==> config.mk <==
export PLATFORM = sky130hd
export DESIGN_NAME = riscv_decode_stage
export DESIGN_NICKNAME = d
export VERILOG_FILES = /design/src/rtl/riscv_pkg.sv /design/src/rtl/riscv_decode_comb.sv /design/src/rtl/riscv_decode_stage.sv
export SDC_FILE = /design/constraint.sdc
export NUM_CORES = 1
export LEC_CHECK = 0
export BUFFER_PORTS_ARGS = -buffer_cell sky130_fd_sc_hd__buf_2
export CAP_MARGIN = 10
export CORE_UTILIZATION = 60
export DETAILED_ROUTE_END_ITERATION = 10
export GPL_TIMING_DRIVEN = 0
export PLACE_DENSITY = 0.85
export SLEW_MARGIN = 25
export SYNTH_ARGS = -nofsm -noshare
export SYNTH_HDL_FRONTEND = slang
export SYNTH_SLANG_ARGS = --single-unit
==> constraint.sdc <==
create_clock -name clk_i -period 3.46 [get_ports clk_i]
set_input_delay 0 -clock clk_i [delete_from_list [all_inputs] [get_ports clk_i]]
set_output_delay 0 -clock clk_i [all_outputs]
set_load 0.005 [all_outputs]
==> src/rtl/riscv_pkg.sv <==
// Shared encodings for the RV32I(+M) decode stage.
// Holds opcodes, 6-bit ALU operation codes, operand-select codes, the
// mem-size encoding, the buffer state codes and the packed control bundle.
package riscv_pkg;

  localparam logic [6:0] OPC_LOAD     = 7'b0000011;
  localparam logic [6:0] OPC_MISC_MEM = 7'b0001111;
  localparam logic [6:0] OPC_OP_IMM   = 7'b0010011;
  localparam logic [6:0] OPC_AUIPC    = 7'b0010111;
  localparam logic [6:0] OPC_STORE    = 7'b0100011;
  localparam logic [6:0] OPC_OP       = 7'b0110011;
  localparam logic [6:0] OPC_LUI      = 7'b0110111;
  localparam logic [6:0] OPC_BRANCH   = 7'b1100011;
  localparam logic [6:0] OPC_JALR     = 7'b1100111;
  localparam logic [6:0] OPC_JAL      = 7'b1101111;
  localparam logic [6:0] OPC_SYSTEM   = 7'b1110011;

  localparam logic [5:0] ALU_LTS  = 6'b000000;
  localparam logic [5:0] ALU_LTU  = 6'b000001;
  localparam logic [5:0] ALU_SLTS = 6'b000010;
  localparam logic [5:0] ALU_SLTU = 6'b000011;
  localparam logic [5:0] ALU_GES  = 6'b001010;
  localparam logic [5:0] ALU_GEU  = 6'b001011;
  localparam logic [5:0] ALU_EQ   = 6'b001100;
  localparam logic [5:0] ALU_NE   = 6'b001101;
  localparam logic [5:0] ALU_OR   = 6'b001110;
  localparam logic [5:0] ALU_XOR  = 6'b001111;
  localparam logic [5:0] ALU_AND  = 6'b010101;
  localparam logic [5:0] ALU_ADD  = 6'b011000;
  localparam logic [5:0] ALU_SUB  = 6'b011001;
  localparam logic [5:0] ALU_SRA  = 6'b100100;
  localparam logic [5:0] ALU_SRL  = 6'b100101;
  localparam logic [5:0] ALU_SLL  = 6'b100111;
  // M ops occupy 110000..110111; low bits are funct3 (MUL..REMU)
  localparam logic [2:0] ALU_M_HI = 3'b110;

  localparam logic [1:0] OPA_RS1  = 2'b00;
  localparam logic [1:0] OPA_PC   = 2'b01;
  localparam logic [1:0] OPA_ZERO = 2'b10;

  localparam logic [2:0] OPB_RS2  = 3'b000;
  localparam logic [2:0] OPB_IMMI = 3'b001;
  localparam logic [2:0] OPB_IMMU = 3'b010;
  localparam logic [2:0] OPB_IMMS = 3'b011;
  localparam logic [2:0] OPB_FOUR = 3'b100;

  // mem_size is funct3 verbatim
  localparam logic [2:0] MSZ_B  = 3'b000;
  localparam logic [2:0] MSZ_H  = 3'b001;
  localparam logic [2:0] MSZ_W  = 3'b010;
  localparam logic [2:0] MSZ_BU = 3'b100;
  localparam logic [2:0] MSZ_HU = 3'b101;

  localparam logic [1:0] ST_EMPTY = 2'b00;
  localparam logic [1:0] ST_ONE   = 2'b01;
  localparam logic [1:0] ST_FULL  = 2'b10;

  typedef struct packed {
    logic [1:0] op_a_sel;
    logic [2:0] op_b_sel;
    logic [5:0] alu_op;
    logic       mem_req;
    logic       mem_we;
    logic [2:0] mem_size;
    logic       gpr_we;
    logic       wb_src;
    logic       branch;
    logic       jal;
    logic       jalr;
    logic       illegal;
  } dec_t;

  // Base integer op selected by funct3 when funct7 is zero
  function automatic logic [5:0] alu_of_f3(input logic [2:0] f3);
    case (f3)
      3'd0:    alu_of_f3 = ALU_ADD;
      3'd1:    alu_of_f3 = ALU_SLL;
      3'd2:    alu_of_f3 = ALU_SLTS;
      3'd3:    alu_of_f3 = ALU_SLTU;
      3'd4:    alu_of_f3 = ALU_XOR;
      3'd5:    alu_of_f3 = ALU_SRL;
      3'd6:    alu_of_f3 = ALU_OR;
      default: alu_of_f3 = ALU_AND;
    endcase
  endfunction

endpackage

==> src/rtl/riscv_decode_comb.sv <==
// Combinational RV32I(+M) decoder: instruction word -> control bundle and
// selected sign-extended immediate.
//   instr_i : 32-bit instruction word
//   dec_o   : decoded control bundle (enables forced low when illegal)
//   imm_o   : I/S/B/U/J immediate for the format, 0 for R-type/no-ops
module riscv_decode_comb
  import riscv_pkg::*;
#(
  parameter bit ENABLE_M = 1'b0
) (
  input  logic [31:0] instr_i,
  output dec_t        dec_o,
  output logic [31:0] imm_o
);

  logic [6:0]  opc, f7;
  logic [2:0]  f3;
  logic [31:0] imm_i, imm_s, imm_b, imm_u, imm_j;
  logic        illegal;

  assign opc = instr_i[6:0];
  assign f3  = instr_i[14:12];
  assign f7  = instr_i[31:25];

  assign imm_i = {{20{instr_i[31]}}, instr_i[31:20]};
  assign imm_s = {{20{instr_i[31]}}, instr_i[31:25], instr_i[11:7]};
  assign imm_b = {{19{instr_i[31]}}, instr_i[31], instr_i[7], instr_i[30:25], instr_i[11:8], 1'b0};
  assign imm_u = {instr_i[31:12], 12'h000};
  assign imm_j = {{11{instr_i[31]}}, instr_i[31], instr_i[19:12], instr_i[20], instr_i[30:21], 1'b0};

  always_comb begin
    dec_o          = '0;
    dec_o.alu_op   = ALU_ADD;
    dec_o.mem_size = f3;
    imm_o          = '0;
    illegal        = 1'b0;
    // any opcode with [1:0] != 11 falls into default
    case (opc)
      OPC_LOAD: begin
        dec_o.op_b_sel = OPB_IMMI;
        dec_o.mem_req  = 1'b1;
        dec_o.gpr_we   = 1'b1;
        dec_o.wb_src   = 1'b1;
        imm_o          = imm_i;
        illegal        = (f3 == 3'd3) || (f3 == 3'd6) || (f3 == 3'd7);
      end
      OPC_STORE: begin
        dec_o.op_b_sel = OPB_IMMS;
        dec_o.mem_req  = 1'b1;
        dec_o.mem_we   = 1'b1;
        imm_o          = imm_s;
        illegal        = (f3 > 3'd2);
      end
      OPC_OP_IMM: begin
        dec_o.op_b_sel = OPB_IMMI;
        dec_o.gpr_we   = 1'b1;
        dec_o.alu_op   = alu_of_f3(f3);
        imm_o          = imm_i;
        if (f3 == 3'd1) illegal = (f7 != 7'h00);
        if (f3 == 3'd5) begin
          if (f7 == 7'h20) dec_o.alu_op = ALU_SRA;
          else if (f7 != 7'h00) illegal = 1'b1;
        end
      end
      OPC_OP: begin
        dec_o.gpr_we = 1'b1;
        case (f7)
          7'h00: dec_o.alu_op = alu_of_f3(f3);
          7'h20: begin
            if (f3 == 3'd0)      dec_o.alu_op = ALU_SUB;
            else if (f3 == 3'd5) dec_o.alu_op = ALU_SRA;
            else                 illegal = 1'b1;
          end
          7'h01: begin
            if (ENABLE_M) dec_o.alu_op = {ALU_M_HI, f3};
            else          illegal = 1'b1;
          end
          default: illegal = 1'b1;
        endcase
      end
      OPC_BRANCH: begin
        dec_o.branch = 1'b1;
        imm_o        = imm_b;
        case (f3)
          3'd0:    dec_o.alu_op = ALU_EQ;
          3'd1:    dec_o.alu_op = ALU_NE;
          3'd4:    dec_o.alu_op = ALU_LTS;
          3'd5:    dec_o.alu_op = ALU_GES;
          3'd6:    dec_o.alu_op = ALU_LTU;
          3'd7:    dec_o.alu_op = ALU_GEU;
          default: illegal = 1'b1;
        endcase
      end
      OPC_JAL: begin
        dec_o.op_a_sel = OPA_PC;
        dec_o.op_b_sel = OPB_FOUR;
        dec_o.gpr_we   = 1'b1;
        dec_o.jal      = 1'b1;
        imm_o          = imm_j;
      end
      OPC_JALR: begin
        dec_o.op_a_sel = OPA_PC;
        dec_o.op_b_sel = OPB_FOUR;
        dec_o.gpr_we   = 1'b1;
        dec_o.jalr     = 1'b1;
        imm_o          = imm_i;
        illegal        = (f3 != 3'd0);
      end
      OPC_LUI: begin
        dec_o.op_a_sel = OPA_ZERO;
        dec_o.op_b_sel = OPB_IMMU;
        dec_o.gpr_we   = 1'b1;
        imm_o          = imm_u;
      end
      OPC_AUIPC: begin
        dec_o.op_a_sel = OPA_PC;
        dec_o.op_b_sel = OPB_IMMU;
        dec_o.gpr_we   = 1'b1;
        imm_o          = imm_u;
      end
      OPC_MISC_MEM, OPC_SYSTEM: ;
      default: illegal = 1'b1;
    endcase
    dec_o.illegal = illegal;
    if (illegal) begin
      dec_o.mem_req = 1'b0;
      dec_o.mem_we  = 1'b0;
      dec_o.gpr_we  = 1'b0;
      dec_o.branch  = 1'b0;
      dec_o.jal     = 1'b0;
      dec_o.jalr    = 1'b0;
    end
  end

endmodule

==> src/rtl/riscv_decode_stage.sv <==
// Registered decode stage: decodes one instruction per handshake and holds
// the result in a 2-entry skid buffer (output register + skid register),
// so instr_ready_o is a flop. Counts illegal instructions delivered.
//   clk_i, rst_i (sync, active-high), flush_i
//   instr_valid_i/instr_ready_o, instr_i, pc_i      : upstream
//   dec_valid_o/dec_ready_i, lsu_stall_req_i        : downstream
//   pc_o, imm_o, ex_*, alu_op_o, mem_*, gpr_we_a_o, wb_src_sel_o,
//   branch_o, jal_o, jalr_o, illegal_instr_o        : decoded bundle
//   illegal_cnt_o                                   : saturating count
module riscv_decode_stage
  import riscv_pkg::*;
#(
  parameter bit ENABLE_M = 1'b0,
  parameter int PC_W     = 32,
  parameter int CNT_W    = 16
) (
  input  logic             clk_i,
  input  logic             rst_i,
  input  logic             instr_valid_i,
  output logic             instr_ready_o,
  input  logic [31:0]      instr_i,
  input  logic [PC_W-1:0]  pc_i,
  output logic             dec_valid_o,
  input  logic             dec_ready_i,
  input  logic             lsu_stall_req_i,
  input  logic             flush_i,
  output logic [PC_W-1:0]  pc_o,
  output logic [31:0]      imm_o,
  output logic [1:0]       ex_op_a_sel_o,
  output logic [2:0]       ex_op_b_sel_o,
  output logic [5:0]       alu_op_o,
  output logic             mem_req_o,
  output logic             mem_we_o,
  output logic [2:0]       mem_size_o,
  output logic             gpr_we_a_o,
  output logic             wb_src_sel_o,
  output logic             branch_o,
  output logic             jal_o,
  output logic             jalr_o,
  output logic             illegal_instr_o,
  output logic [CNT_W-1:0] illegal_cnt_o
);

  typedef struct packed {
    dec_t            dec;
    logic [31:0]     imm;
    logic [PC_W-1:0] pc;
  } entry_t;

  entry_t            in_e, out_q, out_d, skid_q, skid_d;
  logic [1:0]        state_q, state_d;
  logic              ready_q;
  logic [CNT_W-1:0]  cnt_q, cnt_d;
  logic              rdy, acc, del;

  riscv_decode_comb #(.ENABLE_M(ENABLE_M)) u_dec (
    .instr_i (instr_i),
    .dec_o   (in_e.dec),
    .imm_o   (in_e.imm)
  );
  assign in_e.pc = pc_i;

  assign rdy = dec_ready_i & ~lsu_stall_req_i;
  assign acc = instr_valid_i & ready_q;
  assign del = (state_q != ST_EMPTY) & rdy;

  always_comb begin
    state_d = state_q;
    out_d   = out_q;
    skid_d  = skid_q;
    case (state_q)
      ST_EMPTY: if (acc) begin out_d = in_e; state_d = ST_ONE; end
      ST_ONE: begin
        if (acc && !rdy)     begin skid_d = in_e; state_d = ST_FULL; end
        else if (acc && rdy) out_d = in_e;
        else if (rdy)        state_d = ST_EMPTY;
      end
      ST_FULL: if (rdy) begin out_d = skid_q; state_d = ST_ONE; end
      default: state_d = ST_EMPTY;
    endcase
    // flush lets this cycle's handshakes complete but drops everything held
    if (flush_i) state_d = ST_EMPTY;
  end

  always_comb begin
    cnt_d = cnt_q;
    if (del && out_q.dec.illegal && (cnt_q != {CNT_W{1'b1}})) cnt_d = cnt_q + 1'b1;
  end

  always_ff @(posedge clk_i) begin
    if (rst_i) begin
      state_q <= ST_EMPTY;
      ready_q <= 1'b0;
      out_q   <= '0;
      skid_q  <= '0;
      cnt_q   <= '0;
    end else begin
      state_q <= state_d;
      ready_q <= (state_d != ST_FULL);
      out_q   <= out_d;
      skid_q  <= skid_d;
      cnt_q   <= cnt_d;
    end
  end

  assign instr_ready_o   = ready_q;
  assign dec_valid_o     = (state_q != ST_EMPTY);
  assign pc_o            = out_q.pc;
  assign imm_o           = out_q.imm;
  assign ex_op_a_sel_o   = out_q.dec.op_a_sel;
  assign ex_op_b_sel_o   = out_q.dec.op_b_sel;
  assign alu_op_o        = out_q.dec.alu_op;
  assign mem_req_o       = out_q.dec.mem_req;
  assign mem_we_o        = out_q.dec.mem_we;
  assign mem_size_o      = out_q.dec.mem_size;
  assign gpr_we_a_o      = out_q.dec.gpr_we;
  assign wb_src_sel_o    = out_q.dec.wb_src;
  assign branch_o        = out_q.dec.branch;
  assign jal_o           = out_q.dec.jal;
  assign jalr_o          = out_q.dec.jalr;
  assign illegal_instr_o = out_q.dec.illegal;
  assign illegal_cnt_o   = cnt_q;

endmodule

After elaboration in Yosys (flattened, before gate mapping):

Index checks and enable logic that the tools add are counted.

* muxes and demuxes: 42
* add/sub/neg operators: 1
* magnitude comparators: 1
* reduce and logical (&&, ||, !) cells: 25
* bitwise gates (word level): 4
* equal/unequal tests: 27

Operators with widths (number)
* 86-bit 2-to-1 mux: 4
* 86-bit one-hot mux with 3 select lines: 1
* 32-bit one-hot mux with 5 select lines: 1
* 6-bit one-hot mux with 7 select lines: 1
* 5-bit one-hot mux with 6 select lines: 1
* 7-bit by 6-bit equality test with 1-bit output (second input constant): 4
* 7-bit equality test (second input constant): 4
* 6-bit 2-to-1 mux: 4
* 6-bit one-hot mux with 3 select lines: 1
* 16-bit by 1-bit adder with 16-bit output (second input constant): 1
* 16-bit != test (second input constant): 1
* 1-bit 2-to-1 mux: 15
* 7-bit by 5-bit equality test with 1-bit output (second input constant): 2
* 2-bit 2-to-1 mux: 7
* 3-bit equality test (second input constant): 4
* 3-bit one-hot mux with 4 select lines: 1
* 6-bit one-hot mux with 2 select lines: 1
* 2-bit != test (second input constant): 5
* 2-bit OR reduction: 4
* 7-bit by 2-bit equality test with 1-bit output (second input constant): 1
* 7-bit by 4-bit equality test with 1-bit output (second input constant): 1
* 7-bit logical NOT: 1
* 1-bit one-hot mux with 7 select lines: 1
* 7-bit nonzero test: 1
* 24 further kinds: 33

* output and inout port bits: 104
* register bits after elaboration: 191
* bits of input ports: 70
* word-level logic and storage cells: 131

Depth between registers and ports, before layout:

Gate-level depths: netlist (run 1).

* word-level depth: 10
* mapped depth: 9
* mapped depth without buffers: 6

Cells and area by module:

Synthesis (run 1) repeated with hierarchy kept, for this count alone.

* cells, all modules: 1066
* area, all modules: 8904.8 um2

Modules (own cells, without submodules)
* riscv_decode_stage: area each 7825.0 um2, instances 1, cells each 892, sequential area each 3823.7 um2
* riscv_decode_comb: area each 1079.8 um2, instances 1, cells each 174, sequential area each 0.0 um2

Worst setup path before layout (run 1):

No wires, ideal clock.

* path kind: reg-to-reg
* from: register state_q[1]
* to: register out_q, in the netlist wb_src_sel_o
* arrival time: 1.550 ns
* period minus slack after synthesis: 1.678 ns
* required time: 3.332 ns
* stages on the path, launching flop included: 9
* library setup time: 0.128 ns
* path buffers: 3
* setup slack: 1.782 ns
* path through: dfxtp_1 and3b_1 clkbuf_1 o22a_1 buf_2 buf_2 o311ai_0 o21ai_0 nor2_1

* longest elaborated chain between the ends: 3
* elaborated cells on any way between the ends: 10
* those cells by class: eq/ne (6); mux (1); reduce/logical (3)

RTL lines
* from (decl): line riscv_decode_stage.sv:51 `logic [1:0] state_q, state_d;`
* from (signal assigned): line riscv_decode_stage.sv:98 `state_q <= state_d;`
* 2-bit by 1-bit equality test with 1-bit output, or another cell as far along: line riscv_decode_stage.sv:71 `case (state_q)`
* 2-bit != test (no line) or 3-bit nonzero test (tied branches)
* 5-bit AND reduction (no line)
* to (signal assigned): line riscv_decode_stage.sv:100 `out_q <= out_d;`
* to (decl): line riscv_decode_stage.sv:50 `entry_t in_e, out_q, out_d, skid_q, skid_d;`

Parallel ways exist; a longest one is shown, timed or not.
A chain may end at the register's enable or synchronous reset.

Worst setup path after layout (run 1):

* from: register state_q[1]
* to: register skid_q[35] (netlist name)

* longest elaborated chain between the ends: 2

RTL lines
* 2-bit by 1-bit equality test with 1-bit output: line riscv_decode_stage.sv:71
* 2-bit AND reduction (no line)
* to (signal assigned): line riscv_decode_stage.sv:101 `skid_q <= skid_d;`
* to (decl): line riscv_decode_stage.sv:50

No other way between the ends.

==> results.toml, run 1 <==
[pwr]
p_leak_nw = 4.319
powerDensity_nw_per_um2 = 433.2
peakVddDrop_v = 0.0003349

[floorplanning]
coreArea_sq_um = 14040
die_w_microns = 122.8
io_pins = 174
rows = 43
die_y_microns = 122.8
dieArea_sq_um = 15080
initial_core_util_pct = 62.34

[detailed_routing]
routed_wl_microns = 28680
dr.pass1.iters = 6
vias = 9542
routedWlPerCell_microns = 18.66
first_iter_violations = 1086
antenna_left = 0
drc = 0
avgViaCountPerCell = 6.208

[worst_hold_path]
hold_depth = 4
min_path_type = "in2reg"
hold_start = "instr_i[3]"

[final_layout]
fin_nets = 1415
fin_area_sq_um = 11000
synthToLayoutAreaGrowth_pct = 25.66
drive_above_1_share_pct = 19.01
num-fill-cells = 1031
regArea_sq_um = 3824
fin_util_pct = 78.33
multi_input_area_sq_um = 4394
antenna_cells = 0

[grt]
grt_usage_pct = 38.24
grt_max_degree = 17
antenna_found_initial = 0
grt.overflow.total = 0
grt_pass1_wl_microns = 43930
grt_pass1_vias = 8566

[clocking]
cts.sinks = 191
tritoncts = "built"
cts_max_path_buffers = 2
clk_latency_ns = 0.43
h-tree-depth = 4
clk_pin_slew_ns = 0.07
clockRootBuffer = "clkbuf_16"
cts_buffers = 17
postCtsSetupBuffers = 0

[sta]
final_max_slew_viol_count = 0
fin_skew_ns = 0.006497
rsz0062_at_grt = "false"
max_freq_ghz = 0.3912
fin_crit_sh_pct = 73.88
tightest_slew_ns = 0.8257
hold_viol_final = 0
relSlewSlack_pct = 44.95
setup_tns_ns = 0
finalSetupViolations = 0
finalCriticalPeriod_ns = 2.556

[logic_synthesis]
syn_area_sq_um = 8753
synth_top_cells_by_count = "229 x nand2_1, 191 x dfxtp_1, 127 x nor2_1, 96 x a21oi_1, 57 x clkbuf_1"
synth_area_leaders = "dfxtp_1 44%, nand2_1 9.8%, a21oi_1 5.5%, nor2_1 5.4%, a311oi_1 3.9%"
synth_nets = 1170
yosysTopAreaCellShare_pct = 43.68
synth_cells = 1099
synth_area_leader_cell = "dfxtp_1"
synth_edf_count = 0
synth.avg_cell_area_sq_um = 7.965
ys_warn_count = 0
synth_top_flop_cell = "dfxtp_1"
ys_ff_latch = 191
async_flop_share_pct = 0
ys_seq_area_share_pct = 43.68
synth.distinct_cells = 75
synth.most_common_cell = "nand2_1"

[flow_run]
maxCapViolCount = 0

[critical_path]
worstPathRequired_ns = 3.76
worstSetupStartpointType = "register"
crit_chain = "and3b_1, clkbuf_1, nand3_2, clkbuf_8, a221oi_1, dlygate4sd3_1, nor3_1"
worstReg2RegStart = "state_q[1]"
crit_arrival_ns = 2.85
critPathKind = "reg2reg"
cp-end-kind = "register"
path_max_fanout = 10
cp-startpoint = "state_q[1]"
r2r_cells = 7
cpPeakStageDelay_ns = 0.59
slowest_stage = "dlygate4sd3_1"

[placement]
gp_congestion = 0.9670
dp_hpwl_microns = 19390
portBuffers = 170
place_area_sq_um = 9829

[outcome]
status = "complete, no violations"
## worst max-delay path, delay by kind of cell, from the launching register on
family,cells,cell delay [ns]
flip-flops,1,0.35
AND/OR/NAND/NOR,3,0.67
AO/OA/AOI/OAI,1,0.22
buffers and inverters,3,1.18
## registers in the layout, summed over array words and instances (netlist names), 2 cells and up
register	flops
imm_o	32
skid_q	86
ex_op_b_sel_o	3
pc_o	32
state_q	2
mem_size_o	3
alu_op_o	6
illegal_cnt_o	16
ex_op_a_sel_o	2
## area by class of cell
class                      count  area share, %
buffer                       100          4.527
clock buffer                  22          4.402
clock inverter                10          1.138
inverter                      10         0.3413
multi-input combinational    798          39.95
sequential                   191          34.76
tap                          180          2.048
timing repair buffer         226          12.83
## metrics by stage
stage          worst slack (ns)  hold WS (ns)  cells  power, mW
2_1_floorplan             1.782       0.07689   1099      2.552
3_3_place_gp              1.120        0.2041   1449      2.730
3_5_place_dp              1.101        0.2074   1449      2.735
4_1_cts                  0.9810      0.003610   1537      4.740
5_1_grt                  0.8265       0.02662   1537      4.908
6_report                 0.9038       0.01506   1537      4.765
## repair_timing
action                    CTS  global route
resized for setup           0             0
hold buffers               56             0
hold endpoints to repair  102             0
## final timing paths
| check | end | slack [ns] |
|---|---|---|
| setup / recovery | skid_q[35] | 0.90 |
| hold / removal | skid_q[66] | 0.02 |
| setup reg to reg | skid_q[35] | 0.90 |
| hold reg to reg | imm_o[25] | 0.45 |
## layer usage
layer | vias to the layer above | global-route usage [%] | share of wire, %
li1 | 4412 | - | -
met1 | 4456 | 48.46 | 40
met2 | 575 | 61.10 | 47
met3 | 99 | 8.643 | 9.7
met4 | 0 | 18.90 | 4.0
met5 | - | 0 | 0
## kinds of logic after synthesis
group | after synthesis | synth area share, %
AND/OR/NAND/NOR | 499 | 25.83
AO/OA/AOI/OAI | 282 | 22.57
flip-flops | 191 | 43.68
buffers and inverters | 110 | 6.118
XOR/XNOR | 13 | 1.301
multiplexers | 3 | 0.3573
adder cells (fa/ha/maj) | 1 | 0.1429
## power breakdown
part	total [mW]	internal (mW)	switching, mW	leakage [nW]
logic	0.480	0.196	0.284	2.49
clock network	2.01	1.15	0.862	0.286
registers	2.27	2.25	0.0267	1.55
total	4.77	3.59	1.17	4.32
## layout by cell type, fill, tap and decap left out, types with 6 or more instances in the layout
cell type,synthesis,routed
a2111oi_0,6,6
a211oi_1,40,40
a21oi_1,96,96
a311oi_1,39,39
a31oi_1,11,11
and3_1,6,6
buf_2,25,195
buf_6,7,7
clkbuf_1,57,58
clkbuf_16,0,17
clkbuf_8,3,7
dfxtp_1,191,191
dlygate4sd3_1,0,56
inv_1,10,10
nand2_1,229,229
nand3_1,36,36
nand3b_1,15,15
nor2_1,127,127
nor3_1,31,31
nor4_1,8,8
o211ai_1,9,9
o21a_1,6,6
o21ai_0,9,9
o221ai_1,11,11
o22ai_1,6,6
o41ai_1,12,12
or3_1,8,8
xor2_1,8,8
Note: power is estimated with default switching activity, not from simulation.
==> inputs of run 2 (changes only) <==
--- a/config.mk
+++ b/config.mk
@@ -7,10 +7,10 @@
 export LEC_CHECK = 0
 export BUFFER_PORTS_ARGS = -buffer_cell sky130_fd_sc_hd__buf_2
 export CAP_MARGIN = 10
-export CORE_UTILIZATION = 60
+export CORE_UTILIZATION = 55
 export DETAILED_ROUTE_END_ITERATION = 10
 export GPL_TIMING_DRIVEN = 0
-export PLACE_DENSITY = 0.85
+export PLACE_DENSITY = 0.79
 export SLEW_MARGIN = 25
 export SYNTH_ARGS = -nofsm -noshare
 export SYNTH_HDL_FRONTEND = slang
==> constraint.sdc (replaced) <==
create_clock -name clk_i -period 2.4 [get_ports clk_i]
set_input_delay 0 -clock clk_i [delete_from_list [all_inputs] [get_ports clk_i]]
set_output_delay 0 -clock clk_i [all_outputs]
set_load 0.005 [all_outputs]
==> results.toml, run 2 (synthesized netlist as in run 1, its figures left out) <==
[detailed_routing]
routedWlPerCell_microns = 18.41
wl_met2_microns = 13760
wl_met3_microns = 2594
antenna_left = 0
vias = 9410
wl_met1_microns = 11820
highest_layer = "met4"
first_iter_violations = 960
routed_wl_microns = 28870
dr.pass1.iters = 8
drc = 0
avgViaCountPerCell = 6.001

[critical_path]
worstPathRequired_ns = 2.76
crit_arrival_ns = 2.63
worstSetupStartpointType = "register"
critPathKind = "reg2reg"
cp-end-kind = "register"
path_max_fanout = 10
r2r_cells = 7

[flow_run]
maxCapViolCount = 0

[floorplanning]
die_w_microns = 128.2
rows = 45
die_y_microns = 128.2
io_pins = 174
initial_core_util_pct = 56.95
dieArea_sq_um = 16420
coreArea_sq_um = 15370

[grt]
grt_pass1_vias = 8687
grt.overflow.total = 0
antenna_found_initial = 0
grt_pass1_wl_microns = 44500
grt_max_degree = 18
grt_usage_pct = 34.90

[clocking]
tritoncts = "built"
clk_latency_ns = 0.44
cts_buffers = 17
cts_max_path_buffers = 2
h-tree-depth = 4
cts.sinks = 191
clockRootBuffer = "clkbuf_16"
clk_pin_slew_ns = 0.07

[final_layout]
num-fill-cells = 1236
layoutNonFillerInstCount = 1568
regArea_sq_um = 3824
final_common_cell = "nand2_1"
largest_reg_flops = 86
synthToLayoutAreaGrowth_pct = 25.96
fin_nets = 1415
multi_input_area_sq_um = 4394
drive_above_1_share_pct = 19.03
mostFrequentLayoutCells = "229 x nand2_1, 194 x buf_2, 191 x dfxtp_1"
regMostFlops = "skid_q"

[pwr]
p_leak_nw = 4.319
peakVddDrop_v = 0.0005250
powerDensity_nw_per_um2 = 621.2
power.total_mw = 6.850

[placement]
portBuffers = 170
dp_hpwl_microns = 19740
placed_cells = 1480
gp_congestion = 0.9710

[sta]
hold_viol_final = 0
setup_tns_ns = 0
finalSetupViolations = 0
rsz0062_at_grt = "false"
max_freq_ghz = 0.4402
fin_skew_ns = 0.008757
finalCriticalPeriod_ns = 2.271
final_max_slew_viol_count = 0
fin_crit_sh_pct = 94.64
tightest_slew_ns = 0.8189
relSlewSlack_pct = 45.41

[outcome]
status = "complete, no violations"

[worst_hold_path]
min_path_type = "in2reg"
hold_depth = 4
-- run 2: path summary, 6_finish.rpt --
check,endpoint,slack [ns],from
setup / recovery,ex_op_a_sel_o[0],0.13,state_q[1]
hold / removal,skid_q[32],0.01,instr_i[7]
setup reg to reg,ex_op_a_sel_o[0],0.13,state_q[1]
hold reg to reg,imm_o[26],0.45,imm_o[26]
-- run 2: power breakdown --
group	internal (mW)	leakage [nW]	switching, mW
Clock	1.56	0.283	1.32
Combinational	0.284	2.49	0.409
Sequential	3.24	1.55	0.0382
Total	5.08	4.32	1.76
-- run 2: routing by layer --
metal  vias to the layer above  GRT usage [%]
met2                       530          59.02
met4                         0          14.12
met3                        60          5.968
met5                         -              0
met1                      4405          44.18
li1                       4415              -
-- run 2: timing repair --
| item | in CTS | in global routing |
|---|---|---|
| hold buffers | 56 | 0 |
| endpoints found under the hold margin | 106 | 0 |
| setup endpoints to repair | 0 | 42 |
| buffers inserted | 0 | 0 |
| gates resized for setup | 0 | 5 |
-- run 2: worst max-delay path, cell delays in order, from the launching register on --
cell	delay, ns
dfxtp_1	0.36
and3b_1	0.22
clkbuf_1	0.26
o22a_1	0.31
clkbuf_4	0.32
buf_2	0.33
o211ai_1	0.20
a21oi_1	0.18
-- run 2: through the flow --
step | instance area (sq um) | hold WS, ns | setup slack [ns] | utilization (%)
2_1_floorplan | 8753 | 0.07689 | 0.7225 | -
3_3_place_gp | 9868 | 0.2059 | 0.07552 | 64.20
3_5_place_dp | 9868 | 0.2075 | 0.04782 | 64.20
4_1_cts | 11020 | 0.005697 | 0.007615 | 71.68
5_1_grt | 11020 | 0.04418 | 0.002059 | 71.71
6_report | 11030 | 0.01179 | 0.1285 | 71.73
-- run 2: cell type report --
class	instances	area share [%]
Inverter	10	0.3404
Clock buffer	19	3.926
Multi-Input combinational cell	798	39.85
Antenna cell	1	0.02270
Buffer	100	4.562
Clock inverter	12	1.419
Timing Repair Buffer	226	12.80
Tap cell	211	2.394
Sequential cell	191	34.68
